==> config.mk <==
export PLATFORM = sky130hd
export DESIGN_NAME = mem_port_arbiter
export DESIGN_NICKNAME = d
export VERILOG_FILES = /design/src/rtl/mem_port_arbiter.sv
export SDC_FILE = /design/constraint.sdc
export NUM_CORES = 1
export LEC_CHECK = 0
export ABC_CLOCK_PERIOD_IN_PS = 1870
export BUFFER_PORTS_ARGS = -buffer_cell sky130_fd_sc_hd__buf_2
export CAP_MARGIN = 10
export CORE_MARGIN = 2
export CORE_UTILIZATION = 41
export CTS_BUF_LIST = sky130_fd_sc_hd__clkbuf_8
export CTS_CLUSTER_DIAMETER = 80
export CTS_CLUSTER_SIZE = 16
export DETAILED_ROUTE_END_ITERATION = 8
export PLACE_DENSITY_LB_ADDON = 0.12
export SLEW_MARGIN = 20
export SYNTH_ARGS = -nofsm -noshare
export SYNTH_HDL_FRONTEND = slang
export SYNTH_SLANG_ARGS = --single-unit
==> constraint.sdc <==
create_clock -name clk -period 1.87 [get_ports clk]
set_input_delay 0.0935 -clock clk [delete_from_list [all_inputs] [get_ports clk]]
set_output_delay 0.0935 -clock clk [all_outputs]
set_load 0.1 [all_outputs]
==> src/rtl/mem_port_arbiter.sv <==
// Arbiter sharing one single-port synchronous memory between the instruction-fetch
// port and the data port. Data has priority; a pending fetch wins once the data port
// has been granted MAX_DATA_BURST times in a row without an intervening fetch grant.
module mem_port_arbiter #(
    parameter int unsigned ADDR_W         = 32,
    parameter int unsigned DATA_W         = 32,
    parameter int unsigned MAX_DATA_BURST = 4
) (
    input  logic              clk,
    input  logic              rst,
    input  logic              if_req,
    input  logic [ADDR_W-1:0] if_addr,
    output logic [DATA_W-1:0] if_rdata,
    output logic              if_ready,
    input  logic              dm_req,
    input  logic              dm_we,
    input  logic [ADDR_W-1:0] dm_addr,
    input  logic [DATA_W-1:0] dm_wdata,
    output logic [DATA_W-1:0] dm_rdata,
    output logic              dm_ready,
    output logic              mem_wen,
    output logic [ADDR_W-1:0] mem_addr,
    output logic [DATA_W-1:0] mem_wdata,
    input  logic [DATA_W-1:0] mem_rdata,
    output logic              busy
);

    localparam int unsigned   CntW   = $clog2(MAX_DATA_BURST + 1);
    localparam logic [CntW-1:0] CntMax = CntW'(MAX_DATA_BURST);

    typedef enum logic [1:0] {
        StIdle,
        StAccess,
        StResp
    } state_e;

    state_e            state_q, state_d;
    logic              owner_dm_q, owner_dm_d;  // 1: data port owns the access
    logic              we_q, we_d;
    logic [ADDR_W-1:0] addr_q, addr_d;
    logic [DATA_W-1:0] wdata_q, wdata_d;
    logic [CntW-1:0]   count_q, count_d;
    logic [DATA_W-1:0] if_hold_q, if_hold_d;
    logic [DATA_W-1:0] dm_hold_q, dm_hold_d;

    logic req_if, req_dm;
    logic grant_if, grant_dm;
    logic arb_en;

    // Arbitration; in RESP the finishing owner's request is still its old one, so mask it.
    always_comb begin
        req_if = if_req;
        req_dm = dm_req;
        if (state_q == StResp) begin
            if (owner_dm_q) begin
                req_dm = 1'b0;
            end else begin
                req_if = 1'b0;
            end
        end
        grant_dm = req_dm && !(req_if && (count_q >= CntMax));
        grant_if = req_if && !grant_dm;
        arb_en   = (state_q == StIdle) || (state_q == StResp);
    end

    // Next-state, request capture, read-data capture and burst counting.
    always_comb begin
        state_d    = state_q;
        owner_dm_d = owner_dm_q;
        we_d       = we_q;
        addr_d     = addr_q;
        wdata_d    = wdata_q;
        count_d    = count_q;
        if_hold_d  = if_hold_q;
        dm_hold_d  = dm_hold_q;

        case (state_q)
            StIdle: begin
                state_d = StIdle;
            end
            StAccess: begin
                state_d = StResp;
            end
            StResp: begin
                state_d = StIdle;
                if (!owner_dm_q) begin
                    if_hold_d = mem_rdata;
                end else if (!we_q) begin
                    dm_hold_d = mem_rdata;
                end
            end
            default: begin
                state_d = StIdle;
            end
        endcase

        if (arb_en && (grant_dm || grant_if)) begin
            state_d    = StAccess;
            owner_dm_d = grant_dm;
            if (grant_dm) begin
                addr_d  = dm_addr;
                wdata_d = dm_wdata;
                we_d    = dm_we;
                if (count_q != CntMax) begin
                    count_d = count_q + CntW'(1);
                end
            end else begin
                // Fetches never write; mem_wdata keeps the last issued value.
                addr_d  = if_addr;
                we_d    = 1'b0;
                count_d = '0;
            end
        end
    end

    // State and datapath registers; reset abandons any in-flight access.
    always_ff @(posedge clk or negedge rst) begin
        if (!rst) begin
            state_q    <= StIdle;
            owner_dm_q <= 1'b0;
            we_q       <= 1'b0;
            addr_q     <= '0;
            wdata_q    <= '0;
            count_q    <= '0;
            if_hold_q  <= '0;
            dm_hold_q  <= '0;
        end else begin
            state_q    <= state_d;
            owner_dm_q <= owner_dm_d;
            we_q       <= we_d;
            addr_q     <= addr_d;
            wdata_q    <= wdata_d;
            count_q    <= count_d;
            if_hold_q  <= if_hold_d;
            dm_hold_q  <= dm_hold_d;
        end
    end

    // Outputs; mem_wen is decoded from state so an asserted reset kills a write at once.
    always_comb begin
        mem_wen   = (state_q == StAccess) && owner_dm_q && we_q;
        mem_addr  = addr_q;
        mem_wdata = wdata_q;
        busy      = (state_q != StIdle);
        if_ready  = (state_q == StResp) && !owner_dm_q;
        dm_ready  = (state_q == StResp) && owner_dm_q;
        if_rdata  = if_ready ? mem_rdata : if_hold_q;
        dm_rdata  = (dm_ready && !we_q) ? mem_rdata : dm_hold_q;
    end

endmodule

# After elaboration in Yosys (flattened, before gate mapping)
# Cells that the tools add are included.
# op_classes
bitwise	2
add_sub_neg	1
reduce_logical	21
n_lt_le_gt_ge	1
n_eq_ne	4
n_mux	12
# op_table
operator	count
32-bit 2-to-1 mux	3
1-bit logical AND	9
3-bit 2-to-1 mux	2
2-bit AND reduction	3
1-bit 2-to-1 mux	5
1-bit zero test	4
2-bit 2-to-1 mux	2
3-bit by 1-bit adder with 3-bit output (second input constant)	1
3-bit greater-or-equal comparator (second input constant)	1
3-bit != test (second input constant)	1
3-bit AND reduction	1
2-bit by 1-bit equality test with 1-bit output (second input constant)	1
2-bit equality test (second input constant)	1
2-bit zero test	1
1-bit logical OR	2
2-bit by 1-bit != test with 1-bit output (second input constant)	1
1-bit NOT	2
2-bit nonzero test	1
# totals
elab_cells	49
input_bits	133
output_inout_bits	132
regBits	135

# Longest topological paths before layout
# depth
ltp_word	10
mapped_depth	7
depth_no_buf	5

# Worst setup path after synthesis
# Ideal clock, no wire load.
# synth_path
kind	flip-flop to flip-flop
startpoint	reg state_q[1]
endpoint	reg if_hold_q[22]
required_ns	1.652
arrival_time_ns	1.851
synth_period_minus_slack_ns	2.069
path_stages_with_launch	6
path_slack_ns	-0.199
cell_sequence	dfrtp_1 > nor2b_2 > and2_1 > buf_2 > buf_4 > mux2_2
# synth_via
elab_chain_len	2
# synth_lines
item	line_no	text
from (decl)	37	state_e state_q, state_d;
from (signal assigned)	119	state_q <= StIdle;
from (signal assigned)	128	state_q <= state_d;
2-bit equality test	77	case (state_q)
2-bit AND reduction (no line)	n/a	
to (signal assigned)	134	if_hold_q <= if_hold_d;
to (decl)	43	logic [DATA_W-1:0] if_hold_q, if_hold_d;
# No other way between the ends.
# A chain may end at the register's enable or synchronous reset.

# Final worst setup path
# layout_path
startpoint	reg state_q[0]
endpoint	out dm_rdata[10]
# layout_via
elab_chain_len	4
# layout_lines
item	line_no	text
2-bit equality test	146	dm_ready = (state_q == StResp) && owner_dm_q;
1-bit logical AND	146	
1-bit logical AND	148	dm_rdata = (dm_ready && !we_q) ? mem_rdata : dm_hold_q;
32-bit 2-to-1 mux	148	
to (decl)	19	output logic [DATA_W-1:0] dm_rdata,
# No other way between the ends.

==> flow_metrics.env <==
export IMPL_htree_levels=4
export IMPL_clock_skew_ps=7.695
export IMPL_crit_arrival_ps=2000
export IMPL_max_freq_ghz=0.4783
export IMPL_postSynthCellCount=423
export IMPL_path_buf_inv=3
export IMPL_grt_usage_pct=22.51
export IMPL_dr_pass1_iters=4
export IMPL_crit_type="flop to output pin"
export IMPL_post_synth_top_count_cell="dfrtp_1"
export IMPL_yosys_top_cells_area="dfrtp_1 (56%), mux2_2 (22%), a21oi_1 (5.5%), mux2i_1 (5.3%), buf_6 (3.0%)"
export IMPL_drive_gt1_share_pct=54.73
export IMPL_wl_per_cell_um=16.87
export IMPL_viasPerCell=4.867
export IMPL_synth_edff_count=0
export IMPL_synth_nets=558
export IMPL_path_clk_slew_ps=70
export IMPL_min_period_ps=2091
export IMPL_multi_input_area_sq_um=2425
export IMPL_slew_headroom_pct=65.69
export IMPL_path_cells="nand3b_1 -> nor2_4 -> buf_6 -> buf_12 -> mux2_2 -> buf_6"
export IMPL_seq_area_sq_um=3378
export IMPL_yosysTopAreaCell="dfrtp_1"
export IMPL_place_congestion=0.7773
export IMPL_end_kind="output pin"
export IMPL_insertion_delay_ps=430
export IMPL_cts_path_max_buffers=2
export IMPL_cts_made_buffers=17
export IMPL_core_area_sq_um=14420
export IMPL_ys_types=32
export IMPL_pin_count=265
export IMPL_drtIter0Drc=247
export IMPL_cap_violations=0
export IMPL_clockRootBuffer="clkbuf_8"
export IMPL_die_width_um=124.9
export IMPL_rsz0062_at_grt="yes"
export IMPL_ys_seq_area_share_pct=56.41
export IMPL_grt_pass1_vias=5496
export IMPL_antenna_found_initial=1
export IMPL_via_count=5071
export IMPL_row_count=44
export IMPL_drtAntennaViolNets=0
export IMPL_setup_ws_ps=-221.0
export IMPL_cts_sinks=135
export IMPL_ys_warn_count=0
export IMPL_critPathTopFamily="buffers and inverters"
export IMPL_netlist_top_cells_count="dfrtp_1 (135), mux2_2 (117), a21oi_1 (66)"
export IMPL_synth_main_ff_cell="dfrtp_1"
export IMPL_initial_core_util_pct=41.52
export IMPL_dieHeight_um=124.9
export IMPL_cpMostUsedCell="buf_6"
export IMPL_cts_tree="built"
export IMPL_status="complete, but fails checks"
export IMPL_areaGrowthSynthToFinish_pct=73.19
export IMPL_grt_max_degree=47
export IMPL_tightestPinTransition_ps=518.2
export IMPL_port_buffers=264
export IMPL_violations="negative setup slack"
export IMPL_wl_um=17580
export IMPL_maxSlewViolCount=0
export IMPL_cp_slowest_cell="dfrtp_1"
export IMPL_final_nets=979
export IMPL_hold_viol_final=0
export IMPL_critPathMaxStageDelay_ps=370
export IMPL_fillers=950
export IMPL_setup_viol=64
export IMPL_crit_required_ps=1780
export IMPL_gr_total_overflow=0
export IMPL_netlist_area_sq_um=5988
export IMPL_synth_top_area_share_pct=56.41
export IMPL_cp_start_kind="flop"
export IMPL_drc=0
export IMPL_die_area_sq_um=15590
export IMPL_hold_path_class="input pin to flop"
export IMPL_crit_fanout=11
export IMPL_dp_final_hpwl_um=10610
export IMPL_timing_final_crit_share_pct=111.8
export IMPL_syn_area_per_cell_sq_um=14.16
export IMPL_ys_ff_latch=135
export IMPL_grt_pass1_wl_um=27890
export IMPL_ys_async_sr_fraction_pct=100.0
export IMPL_fin_tns_setup_ps=-11310
## timing repair
action	CTS	global route
cloned	1	0
endpoints found under the setup margin	66	66
setup buffers	11	2
pin swaps	1	4
resized for setup	75	39
endpoints found under the hold margin	239	1
hold buffers	128	2
## layer usage
| layer | share of wire (%) | vias up | track usage [%] |
|---|---|---|---|
| met1 | 40 | 2449 | 26.15 |
| met5 | 0 | - | 0 |
| met4 | 3.8 | 0 | 11.76 |
| met3 | 5.5 | 55 | 5.971 |
| li1 | - | 2355 | - |
| met2 | 51 | 212 | 38.22 |
## tightest hold or removal path, stage by stage
cell and delay (ps):
buf_2 130, o211ai_4 130, a31o_2 120, a21oi_1 50
## layout make-up
type	count	area share, %
timing repair buffer	430	37.17
sequential	135	32.57
multi-input combinational	251	23.38
clock buffer	24	3.185
tap	184	2.220
clock inverter	8	1.122
inverter	9	0.3257
antenna	1	0.02413
## registers in the layout (all words and copies together) (netlist names)
register	count
mem_addr	32
owner_dm_q	1
count_q	3
state_q	2
if_hold_q	32
we_q	1
dm_hold_q	32
mem_wdata	32
## cell usage in the layout, fill, tap and decap left out, types with 2 or more instances in the layout
cell / synthesis / routed
a21o_1: 2 / 2
a21oi_1: 66 / 66
buf_12: 0 / 52
buf_2: 2 / 196
buf_4: 3 / 21
buf_6: 16 / 29
bufinv_16: 0 / 3
clkbuf_8: 1 / 24
clkinv_2: 0 / 3
dfrtp_1: 135 / 135
dlygate4sd3_1: 0 / 130
ha_1: 2 / 2
inv_1: 9 / 10
mux2_2: 117 / 100
mux2_4: 7 / 28
mux2i_1: 32 / 29
mux2i_2: 0 / 3
nand2_1: 2 / 2
## kinds of logic after synthesis
family          share of synthesized area [%]
compound gates                          7.188
mux                                     30.05
simple gates                            1.212
flops                                   56.41
buf+inv                                 4.722
fa+ha+maj                              0.4178
## metrics by stage
step                cell area, sq um  std cells  worst slack (ps)  hold WS (ps)  util (%)
finish                         10370       1042            -221.0         139.1     71.90
detailed placement              8093        865             106.0         49.02     56.11
CTS                            10170       1037            -244.8         1.097     70.54
global route                   10370       1042            -325.2         117.1     71.90
floorplan                       6026        423             10.94        -202.1         -
global placement                8093        865             118.9         46.12     56.11
## worst paths after layout
check	slack [ps]	cells after the start	from	to
max in group asynchronous	1070	3	rst	mem_wdata[31]
worst min register to register	490	1	dm_hold_q[18]	dm_hold_q[18]
worst min-delay path	140	4	dm_req	count_q[2]
min in group asynchronous	160	2	rst	if_hold_q[27]
worst max-delay path	-220	6	state_q[0]	dm_rdata[10]
worst max register to register	40	8	state_q[0]	mem_addr[22]
Power is left out: the tool's default activity adds up to more than one toggle a clock period on the data nets, which glitch-free logic cannot reach.
